[config.mk]
export PLATFORM = sky130hd
export DESIGN_NAME = conv_viterbi_decoder
export DESIGN_NICKNAME = d
export VERILOG_FILES = /design/src/rtl/conv_viterbi_decoder.sv
export SDC_FILE = /design/constraint.sdc
export NUM_CORES = 1
export LEC_CHECK = 0
export ABC_AREA = 1
export BUFFER_PORTS_ARGS = -buffer_cell sky130_fd_sc_hd__clkbuf_2
export CELL_PAD_IN_SITES_DETAIL_PLACEMENT = 0
export CELL_PAD_IN_SITES_GLOBAL_PLACEMENT = 2
export CORE_MARGIN = 2
export CORE_UTILIZATION = 39
export DETAILED_ROUTE_END_ITERATION = 10
export GPL_ROUTABILITY_DRIVEN = 0
export PLACE_DENSITY_LB_ADDON = 0.1
export SETUP_SLACK_MARGIN = 0.3
export SLEW_MARGIN = 20
export SYNTH_ARGS = -nofsm -noshare
export SYNTH_HDL_FRONTEND = slang
export SYNTH_SLANG_ARGS = --single-unit
[constraint.sdc]
create_clock -name clk -period 21.8 [get_ports clk]
set_input_delay 2.18 -clock clk [delete_from_list [all_inputs] [get_ports clk]]
set_output_delay 2.18 -clock clk [all_outputs]
set_load 0.02 [all_outputs]
[src/rtl/conv_viterbi_decoder.sv]
// conv_viterbi_decoder
//   Hard-decision Viterbi decoder for the rate-1/2 systematic 8-state code
//   x = u, z = u ^ Q2 ^ Q0 (next state {u, Q2, Q1}).
//   The survivors are kept by register exchange. Each frame is decoded on
//   its own: bits come out at a fixed TB_DEPTH latency while the frame is
//   streaming. After the last pair, the remaining bits are flushed from one
//   latched survivor.
//
//   Parameters: TB_DEPTH  survivor length in symbols (4..32)
//               PM_W      path-metric width in bits (4..8)
//   Optional:   define VITERBI_TERM_EN to trace the flush from state 0 when
//               frames are tail-terminated. Otherwise the flush is traced
//               from the best state.
//
//   Ports:
//     clk        rising-edge clock
//     clr        synchronous active-high reset; overrides enable
//     enable     global stall; low freezes all state and forces out_valid=0
//     in_valid   a received pair (xk, zk) is present
//     in_ready   decoder takes a pair this cycle
//     xk, zk     received systematic / parity bit
//     in_last    the pair is the last one of the frame
//     out_valid  out_bit is valid (one-cycle pulse)
//     out_bit    decoded information bit
//     out_last   out_bit is the final bit of the frame
//
//   Handshake: a pair is transferred on a rising edge where in_valid and
//   in_ready are both high. in_ready is low during FLUSH and while enable is
//   low. in_ready does not depend on in_valid. There is no output back-pressure.
module conv_viterbi_decoder #(
    parameter int TB_DEPTH = 16,
    parameter int PM_W     = 6
) (
    input  logic clk,
    input  logic clr,
    input  logic enable,
    input  logic in_valid,
    output logic in_ready,
    input  logic xk,
    input  logic zk,
    input  logic in_last,
    output logic out_valid,
    output logic out_bit,
    output logic out_last
);

    localparam int CW = $clog2(TB_DEPTH);
    localparam logic [PM_W-1:0] PM_MAX = '1;
    localparam logic [CW-1:0] CNT_MAX = CW'(TB_DEPTH - 1);

    typedef enum logic {ACQ = 1'b0, FLUSH = 1'b1} state_t;
    state_t state, state_next;

    logic [PM_W-1:0]     metric     [8];
    logic [TB_DEPTH-1:0] surv       [8];
    logic [PM_W:0]       raw        [8];
    logic [PM_W:0]       diff       [8];
    logic [PM_W-1:0]     metric_new [8];
    logic [TB_DEPTH-1:0] surv_new   [8];
    logic [PM_W:0]       raw_min;
    logic [2:0]          best;
    logic [2:0]          trace;
    logic [CW-1:0]       cnt, cnt_inc, pending;
    logic [TB_DEPTH-1:0] flush_sr;
    logic                valid_r, bit_r, last_r;
    logic                accept, emit_reg, emit_flush, flush_done;

    // Add-compare-select for each next state n. Its predecessors are
    // {n[1], n[0], b}, the input bit is u = n[2], and a tie keeps b = 0.
    for (genvar n = 0; n < 8; n++) begin : g_acs
        localparam logic [2:0] N  = 3'(n);
        localparam logic [2:0] P0 = {N[1], N[0], 1'b0};
        localparam logic [2:0] P1 = {N[1], N[0], 1'b1};
        localparam logic       U  = N[2];
        logic [1:0]    bm0, bm1;
        logic [PM_W:0] c0, c1;
        logic          sel;
        assign bm0 = {1'b0, xk ^ U} + {1'b0, zk ^ U ^ N[1]};
        assign bm1 = {1'b0, xk ^ U} + {1'b0, zk ^ U ^ N[1] ^ 1'b1};
        assign c0  = {1'b0, metric[P0]} + {{(PM_W-1){1'b0}}, bm0};
        assign c1  = {1'b0, metric[P1]} + {{(PM_W-1){1'b0}}, bm1};
        assign sel = (c1 < c0);
        assign raw[n]      = sel ? c1 : c0;
        assign surv_new[n] = sel ? {surv[P1][TB_DEPTH-2:0], U}
                                 : {surv[P0][TB_DEPTH-2:0], U};
    end

    // Best state has the minimum metric. A strict compare keeps the lowest
    // index on a tie. Metrics are normalised to that minimum and clipped.
    always_comb begin
        raw_min = raw[0];
        best    = 3'd0;
        for (int i = 1; i < 8; i++) begin
            if (raw[i] < raw_min) begin
                raw_min = raw[i];
                best    = 3'(i);
            end
        end
        for (int i = 0; i < 8; i++) begin
            diff[i]       = raw[i] - raw_min;
            metric_new[i] = (diff[i] > {1'b0, PM_MAX}) ? PM_MAX : diff[i][PM_W-1:0];
        end
    end

`ifdef VITERBI_TERM_EN
    assign trace = 3'd0;
`else
    assign trace = best;
`endif

    assign cnt_inc = (cnt == CNT_MAX) ? cnt : cnt + CW'(1);

    // FSM: state register
    always_ff @(posedge clk) begin
        if (clr)
            state <= ACQ;
        else if (enable)
            state <= state_next;
    end

    // FSM: next state
    always_comb begin
        state_next = state;
        case (state)
            ACQ:     if (accept && in_last) state_next = FLUSH;
            FLUSH:   if (flush_done)        state_next = ACQ;
            default: state_next = ACQ;
        endcase
    end

    // FSM: outputs and per-cycle strobes
    always_comb begin
        in_ready   = (state == ACQ) && enable;
        accept     = in_valid && in_ready;
        emit_reg   = accept && (cnt == CNT_MAX);
        emit_flush = (state == FLUSH) && enable;
        flush_done = emit_flush && (pending == CW'(1));
    end

    // Datapath. The flush reads the latched survivor from index pending-1
    // down to 0. This is oldest first, because the newest decision is in the LSB.
    always_ff @(posedge clk) begin
        if (clr) begin
            for (int i = 0; i < 8; i++) begin
                metric[i] <= PM_MAX;
                surv[i]   <= '0;
            end
            metric[0] <= '0;
            cnt       <= '0;
            pending   <= '0;
            flush_sr  <= '0;
            valid_r   <= 1'b0;
            bit_r     <= 1'b0;
            last_r    <= 1'b0;
        end else if (enable) begin
            valid_r <= emit_reg || emit_flush;
            last_r  <= flush_done;
            if (emit_reg)
                bit_r <= surv_new[best][TB_DEPTH-1];
            else if (emit_flush)
                bit_r <= flush_sr[pending - CW'(1)];
            else
                bit_r <= 1'b0;

            if (accept) begin
                for (int i = 0; i < 8; i++) begin
                    metric[i] <= metric_new[i];
                    surv[i]   <= surv_new[i];
                end
                cnt <= cnt_inc;
                if (in_last) begin
                    pending  <= cnt_inc;
                    flush_sr <= surv_new[trace];
                end
            end

            if (emit_flush)
                pending <= pending - CW'(1);

            // The frame is finished, so restart the trellis from state 0.
            if (flush_done) begin
                for (int i = 0; i < 8; i++) begin
                    metric[i] <= PM_MAX;
                    surv[i]   <= '0;
                end
                metric[0] <= '0;
                cnt       <= '0;
            end
        end
    end

    // A pulse that is registered just before a stall stays hidden until
    // enable returns, so the pulse is delayed and not lost.
    assign out_valid = valid_r && enable;
    assign out_bit   = bit_r;
    assign out_last  = last_r;

endmodule

Yosys cells after proc, flatten, opt, wreduce, memory -nomap -nowiden
Memories as Yosys holds them, arrays and structs flattened.
Cells that the tools add are included.
- memories: 2
- word-level logic and storage cells: 216
- memory bits (writable): 176
- input bits: 7
- output and inout port bits: 4
- register bits after elaboration: 28
- memory list (memory ; depth ; bits a word ; rd ports ; clocked after Yosys merged registers in ; write ports ; line ; RTL):
    surv ; 8 ; 16 ; 8 ; 0 ; 8 ; 55 ; logic [TB_DEPTH-1:0] surv [8];
    metric ; 8 ; 6 ; 8 ; 0 ; 8 ; 54 ; logic [PM_W-1:0] metric [8];
- mux-type cells: 98
- magnitude comparators: 25
- reduce and logical (&&, ||, !) cells: 14
- add/subtract/negate cells: 30
- bitwise operators: 38
- eq/ne operators: 2
- operator list (cell ; number):
    two-way mux 16 bit ; 26
    two-way mux 6 bit ; 26
    adder 6 x 2 -> 7 bit ; 16
    less-than comparator 7 bit ; 15
    two-way mux 7 bit ; 15
    > comparator 7 x 6 -> 1 bit (second input constant) ; 8
    subtractor 7 bit ; 8
    binary-select mux 16 bit (select 3 bit) ; 1
    OR 1 bit ; 34
    two-way mux 4 bit ; 6
    two-way mux 1 bit ; 16
    two-way mux 3 bit ; 4
    adder 1 x 1 -> 2 bit ; 4
    logical AND 1 bit ; 7
    AND reduction 3 bit ; 2
    nonzero test 2 bit ; 3
    less-than comparator 4 x 5 -> 1 bit (second input constant) ; 1
    adder 4 x 1 -> 4 bit (second input constant) ; 1
    binary-select mux 1 bit (select 4 bit) ; 1
    == test 4 x 1 -> 1 bit (second input constant) ; 1
    == test 4 bit (second input constant) ; 1
    >= comparator 4 bit (second input constant) ; 1
    two-way mux 2 bit ; 2
    NOT 3 -> 4 bit ; 1
    5 further kinds ; 7

Depth between registers and ports, before layout
Gate-level depths: netlist of run 1.
- depth in word-level cells: 25
- gate-level depth with buffers: 99

Worst setup path before layout of run 1
OpenSTA, ideal clock, no wires.
- path kind: input to register
- start: input zk
- end: memory metric[2][5] (netlist: metric[0][17]) (data pin)
- cell stages on the path: 86
- setup slack: 7.473 ns
- setup time: 0.259 ns
- arrival: 14.069 ns
- cell sequence: inv_1 ha_1 inv_1 ha_1 ha_1 inv_1 nand2_1 xor2_1 ha_1 a21oi_1 nand2_1 nand2_1 nand2_1 a21oi_1 nand2_1 nand2_2 nand2_2 buf_6 [50 not listed] nand2_1 nor2_1 a21oi_4 nand2_4 buf_6 buf_2 o21ai_0 ha_1 inv_1 ha_1 inv_1 nand2_1 nand3_1 nand3b_1 nand2_1 nand2_1 nor2_2 nand2_1
- RTL lines (item ; line ; RTL):
    from (decl) ; 40 ; input logic zk,
    to (decl) ; 54 ;

Final worst setup path of run 1
- start: input zk
- end: register bit_r (netlist: out_bit)
- word-level cells in the longest chain between the ends: 24
- elaborated cells between the ends (all ways): 70
- RTL lines (item ; line ; RTL):
    NOT 1 bit (no source line) ; -- ;
    adder 1 x 1 -> 2 bit ; 78, 79 ;
    adder 6 x 2 -> 7 bit ; 81 ; assign c1 = {1'b0, metric[P1]} + {{(PM_W-1){1'b0}}, bm1};
    less-than comparator 7 bit ; 82 ; assign sel = (c1 < c0);
    two-way mux 7 bit ; 83 ; assign raw[n] = sel ? c1 : c0;
    less-than comparator 7 bit ; 94 ; if (raw[i] < raw_min) begin
    two-way mux 7 bit ; 94 ;
    less-than comparator 7 bit ; 94 ;
    [7 not listed] ; -- ;
    less-than comparator 7 bit ; 94 ;
    two-way mux 7 bit ; 94 ;
    less-than comparator 7 bit ; 94 ;
    two-way mux 3 bit ; 94 ;
    NOT 3 -> 4 bit (not written as such) ; 159 ; bit_r <= surv_new[best][TB_DEPTH-1];
    binary-select mux 16 bit (select 3 bit) (*) ; 159 ;
    two-way mux 16 bit (not written as such) (*) (2 in a row) ; 159 ;
    two-way mux 1 bit (*) ; 158 ; if (emit_reg)
    to (signal assigned) ; 159 ;
    to (signal assigned) ; 161 ; bit_r <= flush_sr[pending - CW'(1)];
    to (decl) ; 65 ; logic valid_r, bit_r, last_r;
Every way passes the cells marked *; elsewhere a longest branch is shown, timed or not. The select of a mux whose other input is x is not followed.
A chain may end at the register's enable or synchronous reset.

==> results of run 1 <==
==> worst register-to-register path: cells and delay by family, from the launching register on <==
family	cells	cell delay (ns)
simple gates	34	4.65
flops	1	0.42
xor+xnor	1	0.18
compound gates	17	4.18
fa+ha+maj	10	3.00
buf+inv	13	2.30
==> flip-flops by register name (all words and copies together) (netlist names) <==
| signal | cells |
|---|---|
| surv | 106 |
| metric | 48 |
| flush_sr | 16 |
| cnt | 4 |
| pending | 4 |
| out_bit | 1 |
| out_last | 1 |
| state | 1 |
| valid_r | 1 |
==> kinds of logic after synthesis <==
| kind of cell | share of synthesized area [%] |
|---|---|
| adders and majority gates | 9.086 |
| and+or+nand+nor | 33.73 |
| AOI/OAI and AO/OA | 14.63 |
| xor gates and xnor gates | 5.184 |
| buffers and inverters | 11.68 |
| muxes | 0.05825 |
| DFF | 25.63 |
==> final cells by class <==
cell class,count,area [um2]
Fill cell,4670,24890
Multi-Input combinational cell,2031,10780
Sequential cell,182,4404
Inverter,418,1569
Tap cell,585,732.0
Clock buffer,18,429.2
Timing Repair Buffer,48,335.3
Clock inverter,14,121.4
==> stage by stage <==
step	hold WS [ns]	setup slack, ns	instances	utilization, %	instance area (um2)
floorplan	0.4438	7.473	2719	-	17190
global placement	0.4545	4.992	3264	41.20	17820
detailed placement	0.4583	4.600	3264	41.20	17820
CTS	0.4694	5.047	3296	42.47	18380
global route	0.4967	3.507	3296	42.47	18380
finish	0.4714	4.812	3296	42.47	18380
==> routing by layer <==
metal,GRT usage [%],vias to the layer above,part of all wire [%]
li1,-,8696,-
met1,40.32,8140,49
met2,40.43,574,42
met3,5.567,69,7.1
met4,7.110,0,2.1
met5,0,-,0
==> path summary, 6_finish.rpt <==
path | start | to | slack [ns] | cells past startpoint
worst max register to register | metric[0][0]$_DFFE_PP_ | out_bit$_SDFFE_PP0P_ | 7.04 | 75
worst min-delay path | out_last$_SDFFE_PP0P_ | out_last$_SDFFE_PP0P_ | 0.47 | 2
worst max-delay path | zk | out_bit$_SDFFE_PP0P_ | 4.81 | 78
worst min register to register | out_last$_SDFFE_PP0P_ | out_last$_SDFFE_PP0P_ | 0.47 | 2
==> placed cells by master, fill, tap and decap left out, drive strengths merged, types with 11 or more instances in the layout <==
cell / netlist / final
clkinv: 8 / 11
a21oi: 140 / 140
or2: 21 / 21
o21bai: 13 / 13
ha: 112 / 112
xor2: 77 / 77
edfxtp: 76 / 76
o21a: 13 / 13
nand3: 262 / 262
o211ai: 22 / 22
nand2: 856 / 856
dfxtp: 106 / 106
nor2: 180 / 180
xnor2: 23 / 23
o22ai: 17 / 17
clkbuf: 57 / 28
buf: 31 / 38
o21ai: 235 / 235
inv: 410 / 416
nand4: 26 / 26
==> results.ini, run 1 <==
[outcome]
outcome=finished clean

[clocking]
max-clock-path-buffers=2
cts_inserted_buffers=17
cts.clk_slew.worst_paths_ns=0.07
postCtsSetupRepairBufs=0
postCtsResizedCells=0
clock-sinks=182
cts-htree-levels=4
ctsHoldBuffers=0
cts_root_buffer=sky130_fd_sc_hd__clkbuf_16
tritoncts=built
clock_insertion_delay_worst_skew_ns=0.47

[global_routing]
grt_pass1_vias=15960
grt_start_max_net_pins=97
overflow=0
grt_util_all_layers_pct=27.39
antenna_found_initial=2
grt_pass1_wl_um=95970

[critical_path]
critical_path.max_fanout=61
critical_path.startpoint_type=primary input
path_buf_inv=15
timing.critical_path.to_type=flop
worst_ep_required_time_ns=22.20
timing.critical_path.mode_cell=sky130_fd_sc_hd__nand2_1
worst_path_slowest_cell=sky130_fd_sc_hd__inv_2
timing.setup.critical_path_class=primary input to flop
cpLargestDelayFamily=simple AND/OR/NAND/NOR gates
max_stage_delay_ns=0.54
critPathArrivalTime_ns=17.39

[routing]
number_of_violations_reported_at_the_end_of_detailed_routing_iteration_0=1533
routed-via-count=17480
remaining_drc_errors=0
viasPerCell=5.303
totalWireLength_um=63150
detailedRoute.firstPassIterationCount=6
antenna_violating_nets_post_route=0
route.detailed.wl_per_inst_um=19.16

[floorplanning]
die_height_um=213.9
rows=76
floorplan.die.width_um=213.9
core_area_mm2=0.04327
pin_count=11
fp.dieArea_mm2=0.04576
effective_utilization_at_floorplan_pct=39.72

[logic_synthesis]
synthArstFlopShare_pct=0
ys_seq_elements=182
synth.cell_area_mm2=0.01719
synth.lib_cells_used.distinct=50
yosysWarningCount=0
syn-mean-instance-area_um2=6.320
ys_top_cells_by_area=sky130_fd_sc_hd__nand2_1 18%, sky130_fd_sc_hd__edfxtp_1 13%, sky130_fd_sc_hd__dfxtp_1 12%
netlist.top_cell.by_area=sky130_fd_sc_hd__nand2_1
post_synth_net_total=2846
synth_flop_cell=sky130_fd_sc_hd__dfxtp_1
synth_sequential_area_ratio_pct=25.63
netlist_instances=2719
synth_largest_type_area_fraction_pct=18.04
synth_common_cells=826 x sky130_fd_sc_hd__nand2_1, 388 x sky130_fd_sc_hd__inv_1, 254 x sky130_fd_sc_hd__nand3_1, 219 x sky130_fd_sc_hd__o21ai_0, 164 x sky130_fd_sc_hd__nor2_1
synth_enable_flop_cells=76
yosysMostFrequentCell=sky130_fd_sc_hd__nand2_1

[sta]
tightest_slew_ns=1.160
finalSetupViolations=0
worst_clock_skew_ns=0.01504
period_share_pct=77.92
max_frequency_mhz=58.87
relSlewSlack_pct=21.85
timing.final.max_slew_violations=0
totalNegativeSetupSlack_ns=0
finalWorstPathRequiredPeriod_ns=16.99
setup_repair_after_global_routing_missed_its_margin=no
report.final.hold_viol_count=0

[layout]
flow.area_growth_from_synthesis_pct=6.924
post_route_cells_drive_above_1_share_pct=6.861
antenna-diode-count=0
layout.nets=2825

[job]
max_cap_violations=0

[placement]
dpl.hpwl_um=49080
port_buffers=10

[hold_path]
hold_class=flop to flop

Power of run 1 is left out: the tool's default activity adds up to more than one toggle a clock period on the data nets, which glitch-free logic cannot reach.
==> run 2: changes to the inputs <==
--- a/config.mk
+++ b/config.mk
@@ -10,7 +10,7 @@
 export CELL_PAD_IN_SITES_DETAIL_PLACEMENT = 0
 export CELL_PAD_IN_SITES_GLOBAL_PLACEMENT = 2
 export CORE_MARGIN = 2
-export CORE_UTILIZATION = 39
+export CORE_UTILIZATION = 36
 export DETAILED_ROUTE_END_ITERATION = 10
 export GPL_ROUTABILITY_DRIVEN = 0
 export PLACE_DENSITY_LB_ADDON = 0.1
==> constraint.sdc (replaced) <==
create_clock -name clk -period 17.2 [get_ports clk]
set_input_delay 1.72 -clock clk [delete_from_list [all_inputs] [get_ports clk]]
set_output_delay 1.72 -clock clk [all_outputs]
set_load 0.02 [all_outputs]
==> results.ini, run 2 (same netlist as run 1, synthesis figures left out) <==
[sta]
finalWorstPathRequiredPeriod_ns=15.61
tightest_slew_ns=1.146
totalNegativeSetupSlack_ns=0
max_frequency_mhz=64.07
relSlewSlack_pct=23.54
setup_repair_after_global_routing_missed_its_margin=no
finalSetupViolations=0
period_share_pct=90.75
timing.final.max_slew_violations=0
report.final.hold_viol_count=0
worst_clock_skew_ns=0.01691

[clocking]
postCtsSetupRepairBufs=0
ctsHoldBuffers=0
tritoncts=built
max-clock-path-buffers=2
cts_root_buffer=sky130_fd_sc_hd__clkbuf_16
clock_insertion_delay_worst_skew_ns=0.51
cts_inserted_buffers=17
postCtsResizedCells=0
cts-htree-levels=4
cts.clk_slew.worst_paths_ns=0.07
clock-sinks=182

[job]
max_cap_violations=0

[critical_path]
worst_ep_required_time_ns=17.44
timing.critical_path.to_type=flop
worst_path_slowest_cell=sky130_fd_sc_hd__ha_1
rr_worst_depth=81
critical_path.max_fanout=25
max_stage_delay_ns=0.51
critical_path.startpoint_type=primary input
critPathArrivalTime_ns=15.84
timing.setup.critical_path_class=primary input to flop
timing.critical_path.mode_cell=sky130_fd_sc_hd__nand2_1

[floorplanning]
floorplan.die.width_um=222.5
die_height_um=222.5
effective_utilization_at_floorplan_pct=36.22
pin_count=11
fp.dieArea_mm2=0.04950
core_area_mm2=0.04745
rows=80

[global_routing]
antenna_found_initial=0
grt_pass1_wl_um=97810
grt_start_max_net_pins=83
overflow=0
grt_util_all_layers_pct=26.45
grt_pass1_vias=15680

[layout]
finished_core_util_pct=39.00
layout.cells.most_common_list=826 x sky130_fd_sc_hd__nand2_1, 387 x sky130_fd_sc_hd__inv_1, 254 x sky130_fd_sc_hd__nand3_1
flow.area_growth_from_synthesis_pct=7.666
top_register=surv
largest_registers=surv (106), metric (48), flush_sr (16)
post-route-cell-area_mm2=0.01850
register_area_mm2=0.004404
layout.nets=2831
mostFrequentLayoutCell=sky130_fd_sc_hd__nand2_1
fill_cell_total_of_the_finished_layout=5271
post_route_cells_drive_above_1_share_pct=7.103
number_of_flip_flops_under_the_largest_register_name=106
multiInputGateArea_mm2=0.01079

[routing]
antenna_violating_nets_post_route=0
detailedRoute.firstPassIterationCount=5
routed-via-count=17240
number_of_violations_reported_at_the_end_of_detailed_routing_iteration_0=1579
remaining_drc_errors=0
viasPerCell=5.172
route.detailed.wl_per_inst_um=19.54
totalWireLength_um=65120

[hold_path]
min_delay_path_depth=2
hold_class=flop to flop

[placement]
port_buffers=10
dpl.hpwl_um=50030
dpl_cell_area_mm2=0.01791

[outcome]
outcome=finished clean

-- run 2: cell count changes in the layout (fill, tap and decap cells not counted), sizes merged --
cell	change
buf	+6
clkinvlp	-2
bufinv	+1
diode	+1
inv	+1
-- run 2: metrics by stage --
| stage | setup slack, ns | cells | hold WS, ns |
|---|---|---|---|
| 6_report | 1.592 | 3333 | 0.4686 |
| 5_1_grt | 0.3222 | 3332 | 0.4817 |
| 4_1_cts | 1.547 | 3332 | 0.4684 |
| 3_5_place_dp | 1.071 | 3300 | 0.4566 |
| 3_3_place_gp | 1.571 | 3300 | 0.4541 |
| 2_1_floorplan | 3.333 | 2719 | 0.4438 |
-- run 2: final timing paths --
path	startpoint	to	slack, ns
setup / recovery	xk	metric[0][18]$_SDFFCE_PP1P_	1.59
hold / removal	out_last$_SDFFE_PP0P_	out_last$_SDFFE_PP0P_	0.47
setup reg to reg	metric[0][1]$_DFFE_PP_	metric[0][18]$_SDFFCE_PP1P_	3.31
hold reg to reg	out_last$_SDFFE_PP0P_	out_last$_SDFFE_PP0P_	0.47
-- run 2: cell type report --
cell class | instances | area share [%]
Inverter | 418 | 8.480
Multi-Input combinational cell | 2031 | 58.31
Clock buffer | 18 | 2.434
Sequential cell | 182 | 23.80
Timing Repair Buffer | 54 | 2.056
Antenna cell | 1 | 0.01352
Clock inverter | 14 | 0.7438
Tap cell | 615 | 4.159
-- run 2: worst max-delay path: cells and delay by family --
family          cells  cell delay, ns
buf+inv            13            1.38
xor+xnor            1            0.27
fa+ha+maj          12            3.82
compound gates     17            4.19
simple gates       33            4.37
-- run 2: per-layer routing --
| layer | track usage (%) | vias to the layer above | share of wire (%) |
|---|---|---|---|
| met5 | 0 | - | 0 |
| met4 | 7.491 | 0 | 2.0 |
| met3 | 5.237 | 54 | 6.5 |
| met2 | 38.50 | 503 | 42 |
| met1 | 39.22 | 7972 | 50 |
| li1 | - | 8709 | - |
Power of run 2 is left out for the same reason.
==> run 3: changes to the inputs <==
--- a/config.mk
+++ b/config.mk
@@ -9,8 +9,10 @@
 export BUFFER_PORTS_ARGS = -buffer_cell sky130_fd_sc_hd__clkbuf_2
 export CELL_PAD_IN_SITES_DETAIL_PLACEMENT = 0
 export CELL_PAD_IN_SITES_GLOBAL_PLACEMENT = 2
+export CORE_ASPECT_RATIO = 1.5
 export CORE_MARGIN = 2
 export CORE_UTILIZATION = 36
+export CTS_BUF_LIST = sky130_fd_sc_hd__clkbuf_16
 export DETAILED_ROUTE_END_ITERATION = 10
 export GPL_ROUTABILITY_DRIVEN = 0
 export PLACE_DENSITY_LB_ADDON = 0.1
==> results.ini, run 3 (same netlist as run 1, synthesis figures left out) <==
[clocking]
clock-sinks=182
cts-htree-levels=4
postCtsResizedCells=0
cts_inserted_buffers=17
tritoncts=built
clock_insertion_delay_worst_skew_ns=0.47
max-clock-path-buffers=2
cts.clk_slew.worst_paths_ns=0.09
postCtsSetupRepairBufs=0
ctsHoldBuffers=0
cts_root_buffer=sky130_fd_sc_hd__clkbuf_16

[hold_path]
timing.hold.worst.start=flush_sr[1]$_SDFFE_PP0P_
hold_class=flop to flop
min_delay_path_depth=2
hold-path-endpoint=flush_sr[1]$_SDFFE_PP0P_

[sta]
setup_slack_ns=1.694
setup_repair_after_global_routing_missed_its_margin=no
period_share_pct=90.15
relSlewSlack_pct=19.08
worst_clock_skew_ns=0.01894
tightest_slew_ns=1.201
whs_ns=0.4691
totalNegativeSetupSlack_ns=0
timing.final.max_slew_violations=0
finalWorstPathRequiredPeriod_ns=15.51
report.final.hold_viol_count=0
finalSetupViolations=0
max_frequency_mhz=64.49

[critical_path]
worst_ep_required_time_ns=17.38
rr_worst_depth=76
timing.critical_path.mode_cell=sky130_fd_sc_hd__nand2_1
worst_path_slowest_cell=sky130_fd_sc_hd__ha_1
rr_startpoint=metric[0][0]$_DFFE_PP_
timing.reg2reg.setup_slack_ns=3.05
timing.setup.critical_path_class=primary input to flop
critical_path.max_fanout=25
critPathArrivalTime_ns=15.69
max_stage_delay_ns=0.41
timing.critical_path.to_type=flop
timing.rr.end=metric[0][4]$_DFFE_PP_
startpoint=xk
critical_path.startpoint_type=primary input

[placement]
dpl.hpwl_um=53720
pre_cts_setup_slack_ns=0.7639
post-place-cells=3275
port_buffers=10

[floorplanning]
effective_utilization_at_floorplan_pct=36.22
core_area_mm2=0.04745
floorplan.die.width_um=182.4
fp.dieArea_mm2=0.04954
rows=98
pin_count=11
die_height_um=271.6

[routing]
number_of_violations_reported_at_the_end_of_detailed_routing_iteration_0=1181
routed-via-count=17220
route.detailed.wl_per_inst_um=20.40
antenna_violating_nets_post_route=0
detailedRoute.firstPassIterationCount=6
viasPerCell=5.207
totalWireLength_um=67450
remaining_drc_errors=0

[layout]
antenna-diode-count=0
top_register=surv
post_route_cells_drive_above_1_share_pct=6.834
largest_registers=surv (106), metric (48), flush_sr (16)
fill_cell_total_of_the_finished_layout=5219
mostFrequentLayoutCell=sky130_fd_sc_hd__nand2_1
flow.area_growth_from_synthesis_pct=7.230
layout.cells.most_common_list=825 x sky130_fd_sc_hd__nand2_1, 388 x sky130_fd_sc_hd__inv_1, 254 x sky130_fd_sc_hd__nand3_1
layoutNonFillerInstCount=3307
number_of_flip_flops_under_the_largest_register_name=106
layout.nets=2821

[job]
max_cap_violations=0

[global_routing]
grt_pass1_wl_um=100900
overflow=0
grt_start_max_net_pins=76
antenna_found_initial=2
grt_pass1_vias=16580
grt_util_all_layers_pct=27.26

[outcome]
outcome=finished clean

==> run 3: changes by cell type in the layout (fill, tap and decap cells not counted), moves of 2 or more <==
cell	delta
sky130_fd_sc_hd__buf_4	-10
sky130_fd_sc_hd__clkinv_1	-2
sky130_fd_sc_hd__clkinv_8	+4
sky130_fd_sc_hd__clkinvlp_4	-3
sky130_fd_sc_hd__o21ai_0	-2
sky130_fd_sc_hd__o21ai_1	+2
==> run 3: area by class of cell <==
type | instances | area (um2) | area share (%)
clock buffers | 18 | 450.4 | 2.444
clock inverters | 14 | 155.1 | 0.8419
inverters | 418 | 1570 | 8.521
multi-input cells | 2031 | 10790 | 58.56
flip-flops and latches | 182 | 4404 | 23.90
well taps | 600 | 750.7 | 4.074
repair buffers | 44 | 305.3 | 1.657
==> run 3: worst max-delay path, delay by kind of cell <==
family | cells | cell delay, ns
compound gates | 16 | 4.08
xor+xnor | 1 | 0.25
fa+ha+maj | 12 | 3.62
simple gates | 35 | 4.76
buf+inv | 11 | 1.23
==> run 3: metrics by stage <==
step                cell area [um2]  utilization [%]
finish                        18430            38.83
global route                  18430            38.83
CTS                           18420            38.82
detailed placement            17820            37.55
global placement              17820            37.55
floorplan                     17190                -
==> run 3: routing by layer <==
layer  up-vias  track usage, %  part of all wire [%]
met5         -               0                 0.019
met4         4           13.26                   5.0
met2       343           53.00                    54
met1      8077           29.23                    38
li1       8688               -                     -
met3       108           2.281                   2.8
==> run 3: how the worst max path moves through the flow <==
stage	endpoint
floorplan	metric[0][17]$_SDFFCE_PP1P_
global placement	metric[0][4]$_DFFE_PP_
detailed placement	metric[0][4]$_DFFE_PP_
CTS	metric[0][4]$_DFFE_PP_
global route	metric[0][3]$_DFFE_PP_
finish	metric[0][4]$_DFFE_PP_
Power of run 3 is left out for the same reason.
